==> config.mk <==
export PLATFORM = sky130hd
export DESIGN_NAME = tdm_mux4
export DESIGN_NICKNAME = d
export VERILOG_FILES = /design/src/rtl/tdm_mux4.sv
export SDC_FILE = /design/constraint.sdc
export NUM_CORES = 1
export LEC_CHECK = 0
export ABC_AREA = 0
export CORE_ASPECT_RATIO = 1.4
export CORE_MARGIN = 2
export CORE_UTILIZATION = 35
export CTS_CLUSTER_SIZE = 14
export DETAILED_ROUTE_END_ITERATION = 8
export PLACE_DENSITY = 0.79
export SLEW_MARGIN = 20
export SYNTH_ARGS = -nofsm -noshare
export SYNTH_HDL_FRONTEND = slang
export SYNTH_SLANG_ARGS = --single-unit
==> constraint.sdc <==
create_clock -name clk -period 2.4 [get_ports clk]
set_clock_uncertainty 0.05 [all_clocks]
set_input_delay 0.48 -clock clk [delete_from_list [all_inputs] [get_ports clk]]
set_output_delay 0.48 -clock clk [all_outputs]
set_load 0.02 [all_outputs]
==> src/rtl/tdm_mux4.sv <==
// ---------------------------------------------------------------------------
// tdm_mux4 -- four-channel time-division multiplexer
//
// Merges four valid/ready input streams into one tagged output stream.
// Arbitration is round-robin. The scan starts at the pointer and the pointer
// moves to one past the winner on every accepted beat. A single output
// register holds the beat. It can be reloaded in the same cycle that it is
// drained, so a continuously ready consumer sees one beat per cycle.
//
// Ports
//   clk        rising-edge clock
//   rst_n      asynchronous active-low reset
//   in_valid   [3:0]  per-channel beat present
//   in_ready   [3:0]  per-channel beat accepted this cycle (one-hot or zero)
//   in0..in3   [W-1:0] channel payloads
//   out_valid         output register holds a beat
//   out_ready         downstream accepts the held beat
//   out_data  [W-1:0] payload of the held beat
//   out_sel   [1:0]   source channel of the held beat
// ---------------------------------------------------------------------------
module tdm_mux4 #(
  parameter int W = 8
) (
  input  logic         clk,
  input  logic         rst_n,
  input  logic [3:0]   in_valid,
  output logic [3:0]   in_ready,
  input  logic [W-1:0] in0,
  input  logic [W-1:0] in1,
  input  logic [W-1:0] in2,
  input  logic [W-1:0] in3,
  output logic         out_valid,
  input  logic         out_ready,
  output logic [W-1:0] out_data,
  output logic [1:0]   out_sel
);

  // Registered state
  logic [1:0]   ptr_q,       ptr_d;
  logic         out_valid_q, out_valid_d;
  logic [W-1:0] out_data_q,  out_data_d;
  logic [1:0]   out_sel_q,   out_sel_d;

  // Arbitration
  logic [W-1:0] in_data [4];
  logic [1:0]   grant;
  logic         any_req;
  logic         can_load;
  logic         in_hs;
  logic         out_hs;

  // Gather the payload ports into an array so the winner selects by index.
  assign in_data[0] = in0;
  assign in_data[1] = in1;
  assign in_data[2] = in2;
  assign in_data[3] = in3;

  // The register can take a new beat when it is empty or being drained now.
  assign can_load = !out_valid_q || out_ready;

  // Round-robin search over ptr, ptr+1, ptr+2, ptr+3. The 2-bit index sum
  // wraps modulo 4. The first requester wins.
  always_comb begin
    logic [1:0] idx;
    grant   = ptr_q;
    any_req = 1'b0;
    idx     = ptr_q;
    for (int k = 0; k < 4; k++) begin
      idx = ptr_q + 2'(k);
      if (!any_req && in_valid[idx]) begin
        grant   = idx;
        any_req = 1'b1;
      end
    end
  end

  // in_ready is forced low while reset is asserted. Without this, the empty
  // register would let the combinational grant show through during reset.
  generate
    for (genvar gi = 0; gi < 4; gi++) begin : g_ready
      assign in_ready[gi] = rst_n && can_load && any_req &&
                            (grant == 2'(gi)) && in_valid[gi];
    end
  endgenerate

  assign in_hs  = |in_ready;
  assign out_hs = out_valid_q && out_ready;

  // Next-state logic. A new input beat takes priority over a simple drain,
  // so load and drain in the same cycle produce no bubble.
  always_comb begin
    ptr_d       = ptr_q;
    out_valid_d = out_valid_q;
    out_data_d  = out_data_q;
    out_sel_d   = out_sel_q;
    if (in_hs) begin
      out_valid_d = 1'b1;
      out_data_d  = in_data[grant];
      out_sel_d   = grant;
      ptr_d       = grant + 2'd1;
    end else if (out_hs) begin
      out_valid_d = 1'b0;
    end
  end

  always_ff @(posedge clk or negedge rst_n) begin
    if (!rst_n) begin
      ptr_q       <= 2'd0;
      out_valid_q <= 1'b0;
      out_data_q  <= '0;
      out_sel_q   <= 2'd0;
    end else begin
      ptr_q       <= ptr_d;
      out_valid_q <= out_valid_d;
      out_data_q  <= out_data_d;
      out_sel_q   <= out_sel_d;
    end
  end

  assign out_valid = out_valid_q;
  assign out_data  = out_data_q;
  assign out_sel   = out_sel_q;

endmodule

Word level (Yosys, flattened, before mapping):

Cells that the tools add are included.

* flip-flop bits (word level): 13
* input port bits: 39
* output and inout bits: 15
* word-level logic and storage cells: 59

* add/subtract/negate cells: 4
* $lt $le $gt $ge: 5
* equal/unequal tests: 3
* multiplexer cells: 20
* bitwise gates (word level): 1
* reduce and logical (&&, ||, !) cells: 22

Operators with widths (count)
* binary-select mux 8 bit (select 2 bit): 1
* 2-to-1 mux 8 bit: 2
* logical AND 1 bit: 14
* < comparator 2 x 3 -> 1 bit (second input constant): 4
* 2-to-1 mux 1 bit: 10
* binary-select mux 1 bit (select 2 bit): 4
* 2-to-1 mux 2 bit: 3
* adder 2 x 1 -> 2 bit (second input constant): 2
* adder 2 bit (second input constant): 2
* == test 2 bit (second input constant): 2
* zero test 1 bit: 4
* OR reduction 4 bit: 1
* greater-or-equal comparator 3 bit (second input constant): 1
* inverter 2 -> 3 bit: 1
* == test 2 x 1 -> 1 bit (second input constant): 1
* zero test 2 bit: 1
* nonzero test 2 bit: 1
* logical OR 1 bit: 1

Logic depth before layout (Yosys ltp):

* word-level depth: 17
* mapped depth: 7
* depth with buffers taken out: 5

Worst setup path before layout:

No wires, ideal clock.

* path kind: input to output
* start point: input port in_valid[3]
* end point: output port in_ready[1]
* data arrival time: 1999 ps
* data required time: 1870 ps
* setup slack: -129 ps
* cell stages on the path: 6
* buffers on the path: 2
* cells stage by stage: buf_6 nor3_1 a2111o_1 nand2_4 buf_12 nor4b_1

* word-level cells in the longest chain between the ends: 15
* elaborated cells on any way between the ends: 25
* classes of those cells: eq/ne (1); mux (15); reduce/logical (9)

Ends and longest elaborated chain
* start: declaration: RTL line 26 `input logic [3:0] in_valid,`
* binary-select mux 1 bit (select 2 bit): RTL line 70 `if (!any_req && in_valid[idx]) begin`
* 2-to-1 mux 1 bit (implied by the code): RTL line 70
* 2-to-1 mux 1 bit: RTL line 70
* zero test 1 bit: RTL line 70
* logical AND 1 bit: RTL line 70
* 2-to-1 mux 1 bit: RTL line 70
* zero test 1 bit: RTL line 70
* logical AND 1 bit: RTL line 70
* 2-to-1 mux 1 bit: RTL line 70
* zero test 1 bit: RTL line 70
* logical AND 1 bit: RTL line 70
* 2-to-1 mux 2 bit or 2-to-1 mux 1 bit (tied branches): RTL line 70
* == test 2 x 1 -> 1 bit or logical AND 1 bit (tied branches): RTL line 82, 81
* logical AND 1 bit (*): RTL line 81 `assign in_ready[gi] = rst_n && can_load && any_req &&`
* logical AND 1 bit (*): RTL line 82 `(grant == 2'(gi)) && in_valid[gi];`
* end: declaration: RTL line 27 `output logic [3:0] in_ready,`

Mark *: on every way between the ends. The rest lies on a longest branch, timed or not. The select of a mux whose other input is x is not followed.

Worst setup path after layout:

* start point: input port in_valid[0]
* end point: output port in_ready[3]

* word-level cells in the longest chain between the ends: 15
* elaborated cells on any way between the ends: 25
* classes of those cells: eq/ne (1); mux (15); reduce/logical (9)

Ends and longest elaborated chain (RTL line)
* binary-select mux 1 bit (select 2 bit): 70
* 2-to-1 mux 1 bit (implied by the code): 70
* 2-to-1 mux 1 bit: 70
* zero test 1 bit: 70
* logical AND 1 bit: 70
* 2-to-1 mux 1 bit: 70
* zero test 1 bit: 70
* logical AND 1 bit: 70
* 2-to-1 mux 1 bit: 70
* zero test 1 bit: 70
* logical AND 1 bit: 70
* 2-to-1 mux 2 bit or 2-to-1 mux 1 bit (tied branches): 70
* == test 2 bit or logical AND 1 bit (tied branches): 82, 81
* logical AND 1 bit (*): 81
* logical AND 1 bit (*): 82

Marks and branches as above.

==> summary.md <==
| Metric | Value |
|---|---|
| Hold Startpoint | out_sel[0] |
| Worst-margin pin slew | 364 ps |
| Hold depth | 2 |
| Pwr dens | 677 nW/um^2 |
| CP max FO | 3 |
| Slew headroom | between 70 and 80% |
| Switching Fraction | 37.5% |
| Buffer and inverter count on the worst path | 2 |
| Reg2reg setup slack | 500 ps |
| Critical path's top delay family | simple AND/OR/NAND/NOR gates |
| Synth unique cells | 25 |
| Synthesized Nets | 133 |
| Register bit total from synthesis | 13 |
| Post-route setup TNS | 0 ps |
| CP Launch Point | in_valid[0] |
| Vias per cell | 5.02 |
| First drt pass iteration count | 4 |
| P_sw | 0.407 mW |
| Root Buffer | clkbuf_4 |
| Peak VDD IR | 425 uV |
| Initial core utilization | 36.9% |
| Share of layout cells above drive strength 1 | 23.1% |
| Register area share after synthesis | a little over a third |
| First-pass GRT wire length | 4260 um |
| Maxcap violations | 0 |
| Via count | 1019 |
| Initial antenna violation count | 0 |
| LEAKAGE | 0.740 nW |
| Chip Height | 63.7 um |
| Diode count | 0 |
| Largest net degree at the start of global routing | 11 |
| DRC | 0 |
| Total length of routed wires | 2700 um |
| F_max | 0.432 GHz |
| Critical Path Start Type | input port |
| Ports | 54 |
| Period utilization | 96.5% |
| Wire per inst | between 10 and 15 um |
| Clock-pin slew on the worst setup and hold paths | 70 ps |
| Layout net count | about 210 |
| Grt ovf | 0 |
| Clock power frac | between 10% and 20% |
| R2r startpoint | ptr_q[1] |
| Total track usage | between 10% and 20% |
| I/O Buffers | 53 |
| Hpwl dp | 2260 um |
| CP max stage delay | roughly 430 ps |
| CTS tree | built |
| Crit Path Class | input port to output pin |
| Final setup vio count | 0 |
| Core Region | about 2400 um^2 |
| Final GP Congestion | about 0.77 |
| Total die area | 2970 um^2 |
| WHS Endpoint | out_sel[0] |
| Yosys top cell area share | 36.5% |
| Synth warn | 0 |
| Hold buffers post-CTS | 0 |
| Seq pwr share | 30.7% |
| Syn_area_per_cell | about 9.5 um^2 |
| Mapped Area | 892 um^2 |
| First DRT Iteration DRCs | 16 |
| CP endpoint kind | output pin |
| R2r endpoint | ptr_q[1] |
| Rows | 21 |
| Internal power | approximately 0.68 mW |
| HP Class | register to register |
| Pre-CTS WS | -730 ps |
| Top cells by area, synth | dfrtp_1 36%, mux2i_1 18%, o221ai_1 8.8%, nand2_1 8.4%, nor2_1 3.4% |
| Number of global-route vias before repair | between 1000 and 1500 |
| Max stage delay cell, worst path | a2111o_1 |
| Area growth from synthesis to layout | 79.8% |
| Cells after Synth | 94 |
| CP cell instances | dlygate4sd2_1 > nor2b_1 > a2111o_1 > nand2_4 > nand2_1 > nor3_2 > buf_4 |
| Total power | 1.09 mW |
| Worst Reg2Reg Path Length in Cells | 5 |
| Final design utilization | 66.4% |
| Clock latency on the worst-skew pair | 280 ps |
| Detail Route Antenna Nets | 0 |
| H-tree levels | 1 |
| Status | completed |
| Hold Fails Final Rpt | 0 |
| CTS buffer count | 3 |
| Pins Over Slew Limit | 0 |
| PnR worst setup slack | 85.0 ps |
| Most common cell after layout, fill and taps aside | clkdlybuf4s50_1 |
| Clock Path Buffers | 2 |
| Die X | around 47 um |
| Post-synth top area cell | dfrtp_1 |
| CTS sink cnt | 13 |
| Minimum clock period after layout | 2310 ps |
| RSZ-0062 raised after global routing | false |
| Comb pwr share | a little under three fifths |
| Arrival @ worst endpoint | 1780 ps |
| Commonest cells after routing, fill and taps aside | 45 x clkdlybuf4s50_1, 24 x buf_4, 20 x nand2_1 |
| Worst Path Required | 1870 ps |
worst register-to-register path, stage by stage (launching register included):
cell      delay [ps]
dfrtp_1          460
a2111o_1         490
buf_4            150
buf_4            120
a211o_2          280
a31o_2           240
cell usage after synthesis:
cell type / count
mux2i_1: 16
nor2_1: 8
a2111o_1: 1
nand2b_1: 3
nor3_1: 2
nor2b_4: 1
o21ai_1: 1
a21oi_1: 3
dfrtp_1: 13
clkbuf_8: 2
o21ai_0: 1
nor2b_1: 2
o221ai_1: 9
a31o_2: 1
a211o_2: 1
nand2_1: 20
nand2_4: 1
o21a_1: 1
nor4_1: 1
nor4b_1: 1
inv_1: 2
o22ai_1: 1
buf_12: 1
and2_1: 1
buf_6: 1
what timing repair did:
| action | in CTS | in global routing |
|---|---|---|
| endpoints found under the setup margin | 4 | 4 |
| buffers inserted | 1 | 1 |
| resized for setup | 22 | 5 |
| pin swaps | 2 | 1 |
stage by stage:
stage / hold WS [ps] / std cells / cell area (um^2)
floorplan: 134 / 94 / 903
global placement: 419 / 197 / 1570
detailed placement: 432 / 197 / 1570
CTS: 448 / 202 / 1600
global route: 463 / 203 / 1600
finish: 444 / 203 / 1600
state kept, by name, indices dropped and copies added (netlist names):
register / cells
ptr_q: 2
out_valid: 1
out_sel: 2
out_data: 8
power groups by stage:
stage / clock, mW / combinational, mW / sequential (mW)
2_1_floorplan: 0 / 0.254 / 0.406
3_3_place_gp: 0 / 0.594 / 0.333
3_5_place_dp: 0 / 0.607 / 0.337
4_1_cts: 0.143 / 0.611 / 0.334
5_1_grt: 0.151 / 0.658 / 0.343
6_report: 0.138 / 0.614 / 0.334
per-layer routing:
layer	wire length (um)	up-vias	global-route usage [%]
met5	0	-	0
met4	73	0	9.72
met1	921	478	19.5
met3	143	10	3.39
li1	-	492	-
met2	1560	39	36.1
cell type report:
class                      count  area [um^2]
sequential                    13          325
fill                         231          813
clock buffer                   4         26.3
timing repair buffer          75          676
tap                           34         42.5
inverter                       2         7.51
multi-input combinational     75          527
cell families (layout without fill, tap and decap cells):
kind of cell           count (synthesis)  count (layout)  share of synthesized area, %
AND/OR/NAND/NOR                       40              40                          21.6
AO/OA/AOI/OAI                         19              19                          16.5
multiplexers                          16              16                          18.0
flip-flops                            13              13                          36.5
buffers and inverters                  6              81                          7.43
worst max path at each step:
stage               depth (start not counted)           to  slack, ps
floorplan                                   7  in_ready[3]         80
global placement                            7  in_ready[3]       -660
detailed placement                          7  in_ready[3]       -730
CTS                                         6  in_ready[1]          6
global route                                7  in_ready[3]         20
finish                                      7  in_ready[3]         90
No activity file was read; power rests on OpenSTA's default activity.
